### src/rtl/knn_nat_reader.sv
// knn_nat_reader: native-bus read master that streams LEN words from BASE to the KNN datapath
// Ports:
//   clk, rst (async, active-low)         clock and reset
//   start, abort, base_addr, len         transfer control; base_addr/len sampled on accepted start
//   busy, done, aborted, xfer_cnt        status; done/aborted are one-cycle pulses after busy falls
//   m_valid, m_addr, m_wdata, m_wstrb    native request (read-only, wdata/wstrb tied to 0)
//   m_rdata, m_ready                     native single-cycle response
//   out_valid, out_data, out_ready       output stream from a 2-entry first-word-fall-through FIFO
module knn_nat_reader #(
  parameter int ADDR_W = 32,
  parameter int DATA_W = 32,
  parameter int LEN_W  = 16
) (
  input  logic                clk,
  input  logic                rst,
  input  logic                start,
  input  logic                abort,
  input  logic [ADDR_W-1:0]   base_addr,
  input  logic [LEN_W-1:0]    len,
  output logic                busy,
  output logic                done,
  output logic                aborted,
  output logic [LEN_W-1:0]    xfer_cnt,
  output logic                m_valid,
  output logic [ADDR_W-1:0]   m_addr,
  output logic [DATA_W-1:0]   m_wdata,
  output logic [DATA_W/8-1:0] m_wstrb,
  input  logic [DATA_W-1:0]   m_rdata,
  input  logic                m_ready,
  output logic                out_valid,
  output logic [DATA_W-1:0]   out_data,
  input  logic                out_ready
);
  typedef enum logic [1:0] {IDLE, REQ, DRAIN, FLUSH} state_t;
  localparam logic [ADDR_W-1:0] STEP = ADDR_W'(DATA_W / 8);
  state_t state, state_next;
  logic [LEN_W-1:0] remaining;
  logic [DATA_W-1:0] mem [2];
  logic wr_ptr, rd_ptr;
  logic [1:0] count, lvl;
  logic abort_pend, abort_pend_next, m_valid_next, done_next, aborted_next;
  logic launch, resp, push, pop, flush;
  assign m_wdata = '0;
  assign m_wstrb = '0;
  assign busy = state != IDLE;
  // FLUSH discards the FIFO contents, so they must not be offered downstream meanwhile
  assign out_valid = count != 2'd0 && state != FLUSH;
  assign out_data = mem[rd_ptr];
  assign pop = out_valid && out_ready;
  assign resp = m_valid && m_ready;
  assign launch = state == IDLE && start && len != '0;
  // FIFO level after this cycle's pop; a new request needs a free slot for its response
  assign lvl = count - 2'(pop);
  always_comb begin
    state_next = state;
    m_valid_next = m_valid;
    abort_pend_next = abort_pend;
    done_next = 1'b0;
    aborted_next = 1'b0;
    push = 1'b0;
    flush = 1'b0;
    case (state)
      IDLE: if (start) begin
        state_next = len != '0 ? REQ : IDLE;
        m_valid_next = len != '0;
        done_next = len == '0;
      end
      REQ: if (resp) begin
        if (abort_pend || abort) begin
          state_next = FLUSH;
          m_valid_next = 1'b0;
          abort_pend_next = 1'b0;
        end else begin
          push = 1'b1;
          state_next = remaining == LEN_W'(1) ? DRAIN : REQ;
          m_valid_next = remaining != LEN_W'(1) && lvl == 2'd0;
        end
      end else if (m_valid) begin
        // an issued request cannot be withdrawn; remember the abort until its response arrives
        abort_pend_next = abort_pend || abort;
      end else if (abort) begin
        state_next = FLUSH;
      end else begin
        m_valid_next = lvl != 2'd2;
      end
      DRAIN: if (count == 2'd0) begin
        done_next = 1'b1;
        state_next = IDLE;
      end else if (abort) begin
        state_next = FLUSH;
      end
      FLUSH: begin
        flush = 1'b1;
        aborted_next = 1'b1;
        state_next = IDLE;
      end
      default: state_next = IDLE;
    endcase
  end
  always_ff @(posedge clk or negedge rst) begin
    if (!rst) begin
      state <= IDLE;
      m_valid <= 1'b0;
      abort_pend <= 1'b0;
      done <= 1'b0;
      aborted <= 1'b0;
      m_addr <= '0;
      remaining <= '0;
      xfer_cnt <= '0;
      count <= '0;
      wr_ptr <= 1'b0;
      rd_ptr <= 1'b0;
      mem[0] <= '0;
      mem[1] <= '0;
    end else begin
      state <= state_next;
      m_valid <= m_valid_next;
      abort_pend <= abort_pend_next;
      done <= done_next;
      aborted <= aborted_next;
      if (launch) begin
        m_addr <= base_addr & ~(STEP - ADDR_W'(1));
        remaining <= len;
      end else if (push) begin
        m_addr <= m_addr + STEP;
        remaining <= remaining - LEN_W'(1);
      end
      if (state == IDLE && start) xfer_cnt <= '0;
      else if (pop) xfer_cnt <= xfer_cnt + LEN_W'(1);
      if (push) begin
        mem[wr_ptr] <= m_rdata;
        wr_ptr <= ~wr_ptr;
      end
      if (flush) begin
        count <= '0;
        rd_ptr <= wr_ptr;
      end else begin
        count <= count + 2'(push) - 2'(pop);
        if (pop) rd_ptr <= ~rd_ptr;
      end
    end
  end
endmodule

### config.mk
export PLATFORM = sky130hd
export DESIGN_NAME = knn_nat_reader
export DESIGN_NICKNAME = d
export VERILOG_FILES = /design/src/rtl/knn_nat_reader.sv
export SDC_FILE = /design/constraint.sdc
export NUM_CORES = 1
export LEC_CHECK = 0
export ABC_AREA = 1
export BUFFER_PORTS_ARGS = -buffer_cell sky130_fd_sc_hd__buf_2
export CORE_ASPECT_RATIO = 1.1
export CORE_MARGIN = 8
export CORE_UTILIZATION = 54
export DETAILED_ROUTE_END_ITERATION = 6
export PLACE_DENSITY = 0.81
export SETUP_SLACK_MARGIN = 0.2
export SKIP_LAST_GASP = 1
export SYNTH_ARGS = -nofsm -noshare
export SYNTH_HDL_FRONTEND = slang
export SYNTH_SLANG_ARGS = --single-unit
### constraint.sdc
create_clock -name clk -period 2.22 [get_ports clk]
set_clock_uncertainty 0.05 [all_clocks]
set_input_delay 0.222 -clock clk [delete_from_list [all_inputs] [get_ports clk]]
set_output_delay 0.222 -clock clk [all_outputs]
set_load 0.1 [all_outputs]
Yosys cells after proc, flatten, opt, wreduce, memory -nomap -nowiden
Cells that the tools add are included.
{"block": "totals", "register_bits": 138, "inputBits": 86, "output_inout_bits": 121, "wordCells": 99}
{"block": "op_classes", "addsub": 6, "order_cmp": 3, "n_eq_ne": 10, "muxes": 40, "bitwise_logic": 4, "reduce_logical": 23}
{"cell": "$mux 32", "count": 6}
{"cell": "$bwmux 64", "count": 1}
{"cell": "$mux 16", "count": 4}
{"cell": "$add 32x3->32 const B", "count": 1}
{"cell": "$demux 32 s1", "count": 1}
{"cell": "$mux 1", "count": 17}
{"cell": "$add 16x1->16 const B", "count": 1}
{"cell": "$eq 16x1->1 const B", "count": 1}
{"cell": "$logic_not 16->1", "count": 1}
{"cell": "$mux 2", "count": 8}
{"cell": "$ne 16x1->1 const B", "count": 1}
{"cell": "$reduce_bool 16->1", "count": 1}
{"cell": "$sub 16x1->16 const B", "count": 1}
{"cell": "$reduce_bool 2->1", "count": 7}
{"cell": "$pmux 2 s4", "count": 1}
{"cell": "$logic_and 1x1->1", "count": 7}
{"cell": "$logic_not 2->1", "count": 3}
{"cell": "$ne 2x2->1 const B", "count": 3}
{"cell": "$eq 2x2->1 const B", "count": 2}
{"cell": "$ge 2x2->1 const B", "count": 2}
{"cell": "$not 1->2", "count": 2}
{"cell": "$pmux 1 s2", "count": 2}
{"cell": "$reduce_and 2->1", "count": 2}
{"cell": "$sub 2x1->2", "count": 2}
{"cell": "8 further kinds", "count": 9}

Depth between registers and ports, before layout
Gate-level depths: netlist (run 1).
{"block": "logic_depth", "word_depth": 9, "ltp_mapped": 12}

Worst setup path after synthesis (run 1)
OpenSTA, ideal clock, no wires.
{"block": "synth_path", "path_kind": "reg2reg", "start": "register m_valid", "end": "register count[1]", "setup_ns": 0.121, "arrival_time_ns": 2.321, "required_time_ns": 2.049, "path_slack_ns": -0.272, "stages_incl_launch_ff": 13, "n_path_buf": 2, "synth_period_minus_slack_ns": 2.492, "path_cell_list": "dfrtp_1 -> nand2_1 -> inv_1 -> nand2_1 -> nor2_2 -> buf_6 -> inv_2 -> buf_6 -> ha_1 -> inv_1 -> ha_1 -> xor2_1 -> nor2_1"}
{"block": "synth_between", "elab_chain_cells": 6}
{"item": "start, declared", "line": "24", "source": "output logic m_valid,"}
{"item": "start signal, assigned", "line": "117", "source": "m_valid <= m_valid_next;"}
{"item": "$logic_and 1x1->1", "line": "50", "source": "assign resp = m_valid && m_ready;"}
{"item": "$mux 1", "line": "68", "source": "REQ: if (resp) begin"}
{"item": "$mux 1", "line": "62", "source": "case (state)"}
{"item": "$add 2x1->2", "line": "138", "source": "count <= count + 2'(push) - 2'(pop);"}
{"item": "$sub 2x1->2", "line": "138"}
{"item": "$mux 2", "line": "134", "source": "if (flush) begin"}
{"item": "end signal, assigned", "line": "138"}
{"item": "end, declared", "line": "40", "source": "logic [1:0] count, lvl;"}
No other way between the ends.
A chain may end at the register's enable or synchronous reset.

Final worst setup path (run 1)
{"block": "layout_path", "start": "register rd_ptr", "end": "output port out_data[31]"}
{"block": "layout_between", "elab_chain_cells": 4}
{"item": "start, declared", "line": "39", "source": "logic wr_ptr, rd_ptr;"}
{"item": "start signal, assigned", "line": "136", "source": "rd_ptr <= wr_ptr;"}
{"item": "start signal, assigned", "line": "139", "source": "if (pop) rd_ptr <= ~rd_ptr;"}
{"item": "$not 1->2 (not written as such)", "line": "48", "source": "assign out_data = mem[rd_ptr];"}
{"item": "$mux 32 (not written as such) (3 in a row)", "line": "48"}
{"item": "end, declared", "line": "31", "source": "output logic [DATA_W-1:0] out_data,"}
No other way between the ends. The select of a mux whose other input is x is not followed.

==> impl_metrics.yaml, run 1 <==
yosys:
  netlist_instances: 1111
  synth_cell_types: 31
  synth_edf_count: 0
  ys_seq_area_share_pct: 43.2
  synth.cell_area_mm2: 0.00788
  yosys_warnings: 0
  syn_avg_cell_area_um2: 7.09
  synth-seq-cells: 136
  ys.flop_type: "dfrtp_1"
  async_flop_share_pct: 100
worst_setup_path:
  endpoint: "out_data[31]"
  path_cells: "inv_1 -> buf_12 -> nand2_1 -> nand2_1 -> buf_4"
  r2r_slack_ns: 0.40
  r2r_start: "m_addr[2]"
  cp.required_ns: 1.95
  ff2ff_path_depth: 8
  crit_top_cell: "nand2_1"
  cp_num_buf_inv: 3
  r2r-end: "m_addr[18]"
  cp_num_cells: 5
  crit_family: "buffers and inverters"
  crit_type: "reg2out"
  cp_max_fo: 28
  crit_path_end_kind: "primary output"
  crit_slowest_cell: "dfrtp_1"
  critPathLaunch: "rd_ptr"
  worstPathArrival_ns: 1.65
  start_kind: "flop"
  worst_path_largest_cell_delay_ns: 0.38
timing:
  finalHoldViolations: 0
  finalMaxSlewViolations: 0
  max-slew-margin-rel_pct: 56.6
  fin_ws_ns: 0.294
  finalSetupTns_ns: 0
  min_period_over_period_pct: 86.7
  setup_violations: 0
  fmax_ghz: 0.519
  post-route-min-period_ns: 1.93
  rsz0062_at_grt: "no"
  worstMarginPinSlew_ns: 0.651
clocking:
  htreeDepth: 4
  clock-root-buffer: "clkbuf_16"
  cts_tree: "built"
  cts_num_sinks: 136
  clk_pin_slew_ns: 0.06
  clk-insertion-delay-late_ns: 0.42
  cts_inserted_buffers: 17
  clockBufferDepth: 2
grt:
  antenna_found_initial: 1
  grt_overflow: 0
  track_usage_pct: 23.3
  grt_pass1_vias: 7631
  grt_pass1_wl_um: 36400
  grt_max_degree: 66
placement:
  place_congestion: 0.889
  dp.final_hpwl_um: 14800
  pre_cts_slack_ns: 0.414
  dp_cells: 1438
  numPortBuffers: 166
cells_and_area:
  syn_to_final_growth_pct: 26.1
  fin_util_pct: 69.3
  finish.cell_count_without_fillers: 1515
  drive_gt1_share_pct: 19.0
  final_nets: 1401
routing:
  dr.pass1.iters: 7
  highest_layer: "met4"
  antenna_left: 0
  drc: 5
  wl_um: 21800
  routed-wl-met3_um: 1610
  drt_iter0_drc: 444
  via_per_inst: 5.07
  dr_total_vias: 7688
  met2_length_um: 10700
  drt-met1-wl_um: 9130
  post_drt_wl_per_cell_um: 14.4
floorplan:
  die_x_um: 131
  dieHeight_um: 143
  die-area_mm2: 0.0187
  pin_count: 207
  start_util_pct: 55.0
  core_area_mm2: 0.0143
  placementRows: 46
hold_path:
  hp-class: "in2reg"
status:
  status: "finished with violations"
  violations: "design-rule violations"
flow_run:
  cap_violations: 0
how the worst min path moves through the flow:
| stage | from | to | slack, ns | cells after the start |
|---|---|---|---|---|
| after floorplan | rst | abort_pend | -0.12 | 0 |
| after global placement | rst | mem[13] | 0.12 | 1 |
| after detailed placement | rst | mem[12] | 0.12 | 1 |
| after CTS | m_rdata[12] | mem[44] | 0.00006 | 3 |
| after global routing | len[14] | remaining[14] | 0.008 | 3 |
| final | m_rdata[12] | mem[44] | 0.01 | 3 |
logic make-up after synthesis:
group / Yosys count / synth area share (%)
AND/OR/NAND/NOR: 658 / 34.6
buffers and inverters: 176 / 11.4
flip-flops: 136 / 43.2
AO/OA/AOI/OAI: 112 / 7.29
XOR/XNOR: 22 / 2.45
adder cells (fa/ha/maj): 6 / 0.953
other: 1 / 0.0476
cells in the final DEF, fill, tap and decap left out, drive strengths merged:
cell type,count
xor2,15
ha,6
conb,38
bufinv,2
clkinv,5
inv,99
a21oi,19
clkinvlp,4
diode,1
nand3b,5
clkbuf,22
o211ai,4
xnor2,7
buf,174
nor3,9
nor2,119
o21ai,87
a31oi,1
o21bai,1
dfrtp,136
nand2,418
nand3,98
dlygate4sd3,44
nand4,5
or2,4
through the flow:
step	hold WS, ns	area, um2
final	0.0144	9930
after CTS	0.0000579	9860
after detailed placement	0.122	8760
after floorplan	-0.124	8050
after global placement	0.122	8760
after global routing	0.00786	9930
sequential cells by signal (all words and copies together), names as in the netlist:
name / count
abort_pend: 1
state: 2
rd_ptr: 1
remaining: 16
count: 2
m_valid: 1
m_addr: 30
wr_ptr: 1
mem: 64
aborted: 1
done: 1
xfer_cnt: 16
synthesized netlist by cell type, types with 7 or more instances:
cell type	count	area share [%]
nand2_1	410	20
dfrtp_1	136	43
nor2_1	109	5.2
nand3_1	97	6.2
inv_1	93	4.4
o21ai_1	62	3.9
buf_4	40	3.8
o21ai_0	25	1.6
buf_2	23	1.5
a21oi_1	19	1.2
xor2_1	15	1.7
buf_6	8	1.1
clkbuf_1	8	0.38
nor2_2	8	0.64
nor3_1	8	0.51
xnor2_1	7	0.78
per-layer routing:
layer	vias up	track usage, %
met5	-	0
met4	0	7.22
met3	37	7.45
met2	284	39.0
met1	3550	28.2
li1	3817	-
worst min-delay path: stages:
cell,delay [ns]
buf_2,0.09
inv_1,0.06
o21ai_1,0.06
final cells by class:
| cell class | instances | area, um2 |
|---|---|---|
| clock inverter | 13 | 144 |
| fill | 1184 | 4400 |
| inverter | 97 | 372 |
| multi-input combinational | 836 | 3740 |
| clock buffer | 19 | 453 |
| timing repair buffer | 221 | 1560 |
| antenna | 1 | 2.50 |
| tap | 192 | 240 |
| sequential | 136 | 3420 |
timing repair:
item | CTS | global route
resized for setup | 28 | 18
setup endpoints to repair | 28 | 17
hold buffers | 43 | 1
setup buffers | 0 | 0
endpoints found under the hold margin | 85 | 1
cloned | 0 | 0
Power of run 1 is not shown: default switching activity piles up to over one toggle a cycle in this logic, so the estimate is an artifact.
==> run 2: changes to the inputs <==
- REMOVE_ABC_BUFFERS: not set -> 1
==> run 2 against run 1 <==
Effect of this change:
- the run now ends clean
- clock-buffer cell count is 1 higher
- utilization hardly changed
- register-to-register slack hardly changed
- die area stayed put
- non-clock buffer count is 8 higher
- worst setup slack worse by 0.012 ns
- wire length is 0.67% higher
- global-route usage hardly changed
- critical path type unchanged
==> impl_metrics.yaml, run 2 (same netlist as run 1, synthesis figures left out) <==
status:
  status: "finished clean"
placement:
  dp.final_hpwl_um: 14700
  pre_cts_slack_ns: 0.401
  place_congestion: 0.920
  numPortBuffers: 166
worst_setup_path:
  cp_max_fo: 33
  crit_path_end_kind: "primary output"
  cp.required_ns: 1.95
  critPathLaunch: "rd_ptr"
  worstPathArrival_ns: 1.67
  start_kind: "flop"
  r2r_start: "count[0]"
  crit_type: "reg2out"
timing:
  finalHoldViolations: 0
  hold_ws_ns: 0.00756
  min_period_over_period_pct: 87.3
  worstMarginPinSlew_ns: 0.656
  fin_ws_ns: 0.283
  max-slew-margin-rel_pct: 56.3
  finalMaxSlewViolations: 0
  fmax_ghz: 0.516
  setup_violations: 0
  post-route-min-period_ns: 1.94
  rsz0062_at_grt: "no"
cells_and_area:
  final_nets: 1409
  final_common_cell: "nand2_1"
  register_area_mm2: 0.00340
  n_fill_cell: 1191
  reg.largest.list: "mem x64, m_addr x30"
  regMostFlops: "mem"
  final_cell_mix: "nand2_1 (409), dfrtp_1 (136), buf_2 (133)"
  multi_input_comb_area_mm2: 0.00372
  drive_gt1_share_pct: 18.2
  syn_to_final_growth_pct: 26.2
  largest_reg_flops: 64
routing:
  post_drt_wl_per_cell_um: 14.4
  dr.pass1.iters: 5
  via_per_inst: 5.10
  wl_um: 21900
  drt_iter0_drc: 495
  drc: 0
  antenna_left: 0
  dr_total_vias: 7773
clocking:
  htreeDepth: 4
  clockBufferDepth: 2
  post-cts-setup-buffers: 0
  clk_pin_slew_ns: 0.06
  cts_num_sinks: 136
  cts_inserted_buffers: 17
  clk-insertion-delay-late_ns: 0.42
  cts_tree: "built"
  clock-root-buffer: "clkbuf_16"
flow_run:
  cap_violations: 0
floorplan:
  pin_count: 207
  start_util_pct: 55.0
  die-area_mm2: 0.0187
  core_area_mm2: 0.0143
  placementRows: 46
  die_x_um: 131
  dieHeight_um: 143
grt:
  grt_max_degree: 65
  track_usage_pct: 23.4
  grt_pass1_vias: 7780
  grt_overflow: 0
  grt_pass1_wl_um: 36200
  antenna_found_initial: 1
hold_path:
  hp-class: "in2reg"
  worstHoldStart: "base_addr[15]"
==> run 2: cell types whose count changed in the layout (fill, tap and decap cells not counted), sizes merged <==
cell,previous run,this run
bufinv,2,3
clkbuf,22,24
buf,174,178
diode,1,2
clkinvlp,4,2
dlygate4sd3,44,47
==> run 2: critical path, stage by stage (launching register included) <==
cell	delay (ns)
dfrtp_1	0.36
buf_4	0.36
nand2_1	0.12
nand2_1	0.11
buf_4	0.30
==> run 2: per-stage QoR <==
step | setup TNS (ns) | instances | util, % | cell area, um2
finish | 0 | 1524 | 69.3 | 9940
global route | 0 | 1523 | 69.3 | 9940
CTS | 0 | 1522 | 69.1 | 9900
global placement | 0 | 1443 | 61.0 | 8740
detailed placement | 0 | 1443 | 61.0 | 8740
floorplan | -130.42 | 1069 | - | 7480
==> run 2: what timing repair did <==
action	in CTS	in global routing
hold endpoints to repair	96	0
resized for setup	26	13
endpoints found under the setup margin	26	18
hold buffers	47	0
==> run 2: per-layer routing <==
metal  routed length (um)  up-vias  track usage, %
met1                 8740     3617            25.9
met5                    0        -               0
met4                  386        0            8.14
met2                11200      294            42.0
li1                     -     3828               -
met3                 1610       34            6.99
==> run 2: cell type report <==
type,instances,share of cell area [%]
diodes,2,0.0504
clock buffers,20,4.60
clock inverters,12,1.67
inverters,97,3.69
multi-input cells,836,37.4
flip-flops and latches,136,34.2
well taps,192,2.42
repair buffers,229,15.9
==> run 2: final timing paths <==
| kind | to | slack [ns] | depth (start not counted) |
|---|---|---|---|
| worst min-delay path | m_addr[15] | 0.008 | 3 |
| worst max-delay path | out_data[0] | 0.28 | 4 |
| worst min register to register | mem[24] | 0.44 | 2 |
| max in group asynchronous | mem[54] | 1.16 | 3 |
| min in group asynchronous | m_addr[13] | 0.27 | 2 |
| worst max register to register | count[1] | 0.39 | 9 |
Power of run 2 is left out for the same reason.
==> run 3: changes to the inputs <==
- GPL_ROUTABILITY_DRIVEN: not set -> 0
- REMOVE_ABC_BUFFERS: 1 -> not set
==> run 3 against run 2 <==
Effect of this change:
- wire length fell by 2.6%
- flip-flop and latch count unchanged
- via count is 1.5% lower
- final cell count decreased by 1.3%
- worst setup slack lost 0.021 ns
- die area unchanged
==> impl_metrics.yaml, run 3 (same netlist as run 1, synthesis figures left out) <==
cells_and_area:
  final_cell_mix: "nand2_1 (407), buf_2 (133), dfrtp_1 (127)"
  drive_gt1_share_pct: 19.1
  final_common_cell: "nand2_1"
  final_nets: 1391
  syn_to_final_growth_pct: 24.6
  largest_reg_flops: 64
  regMostFlops: "mem"
  diodes: 0
  fin_util_pct: 68.5
  finish.cell_count_without_fillers: 1504
  reg.largest.list: "mem x64, m_addr x30"
timing:
  post-route-min-period_ns: 1.96
  max-slew-margin-rel_pct: 53.4
  finalMaxSlewViolations: 0
  fmax_ghz: 0.511
  finalSetupTns_ns: 0
  worstMarginPinSlew_ns: 0.697
  hold_ws_ns: 0.00762
  min_period_over_period_pct: 88.2
  rsz0062_at_grt: "no"
  finalHoldViolations: 0
  setup_violations: 0
worst_setup_path:
  start_kind: "flop"
  worstPathArrival_ns: 1.69
  r2r-end: "count[1]"
  r2r_slack_ns: 0.39
  crit_path_end_kind: "primary output"
  cp.required_ns: 1.95
  r2r_start: "count[0]"
  cp_max_fo: 27
  crit_type: "reg2out"
  ff2ff_path_depth: 9
routing:
  dr.pass1.iters: 5
  dr_total_vias: 7657
  post_drt_wl_per_cell_um: 14.2
  drc: 0
  wl_um: 21400
  via_per_inst: 5.09
  antenna_left: 0
  drt_iter0_drc: 485
placement:
  dp.final_hpwl_um: 14500
  numPortBuffers: 166
  dp_cells: 1437
hold_path:
  min_to: "m_addr[3]"
  worstHoldStart: "base_addr[3]"
  hold_path_depth: 3
  hp-class: "in2reg"
floorplan:
  die_x_um: 131
  pin_count: 207
  placementRows: 46
  dieHeight_um: 143
  start_util_pct: 55.0
  core_area_mm2: 0.0143
  die-area_mm2: 0.0187
status:
  status: "finished clean"
grt:
  antenna_found_initial: 1
  grt_overflow: 0
  grt_pass1_wl_um: 35900
  grt_max_degree: 66
  track_usage_pct: 23.0
  grt_pass1_vias: 7601
clocking:
  cts_tree: "built"
  clk_pin_slew_ns: 0.06
  cts_inserted_buffers: 17
  cts_num_sinks: 136
  clock-root-buffer: "clkbuf_16"
  htreeDepth: 4
  clockBufferDepth: 2
  clk-insertion-delay-late_ns: 0.42
flow_run:
  cap_violations: 0
-- run 3: changes by cell type in the layout (fill, tap and decap cells not counted), moves of 4 or more --
| cell | before | now |
|---|---|---|
| buf_4 | 34 | 30 |
| dfrtp_1 | 136 | 127 |
| dfrtp_2 | 0 | 8 |
| dlygate4sd3_1 | 47 | 35 |
-- run 3: layer usage --
layer / track usage [%] / routed length, um / vias to the layer above
met5: 0 / 8 / -
met4: 8.94 / 465 / 2
met3: 7.24 / 1850 / 36
met2: 38.8 / 10300 / 309
met1: 26.7 / 8720 / 3526
li1: - / - / 3784
-- run 3: worst max-delay path: stages (launching register included) --
cell and delay, ns:
dfrtp_1 0.37, inv_1 0.22, buf_12 0.22, nand2_1 0.07, nand2_1 0.08, buf_4 0.29
-- run 3: layout make-up --
class	count	area, um2
fillers	1218	4520
multi-input cells	836	3740
flip-flops and latches	136	3420
repair buffers	211	1430
clock buffers	18	439
inverters	97	369
well taps	192	240
clock inverters	14	174
-- run 3: how the worst max path moves through the flow --
stage	start	endpoint	cells past startpoint
floorplan	m_valid	count[1]	12
global placement	m_addr[2]	m_addr[16]	7
detailed placement	state[0]	m_addr[27]	9
CTS	rd_ptr	out_data[30]	4
global route	rd_ptr	out_data[21]	5
finish	rd_ptr	out_data[21]	5
-- run 3: timing repair --
item / in CTS / in global routing
resized for setup: 29 / 7
gates cloned: 0 / 0
hold endpoints to repair: 65 / 0
endpoints found under the setup margin: 29 / 7
hold buffers: 35 / 0
buffers inserted: 0 / 0
-- run 3: stage by stage --
stage | setup WS (ns) | instance area [um2]
global placement | 0.445 | 8760
floorplan | 0.157 | 8050
CTS | 0.205 | 9790
global route | 0.207 | 9810
finish | 0.262 | 9810
detailed placement | 0.405 | 8760
Power of run 3 is left out for the same reason.
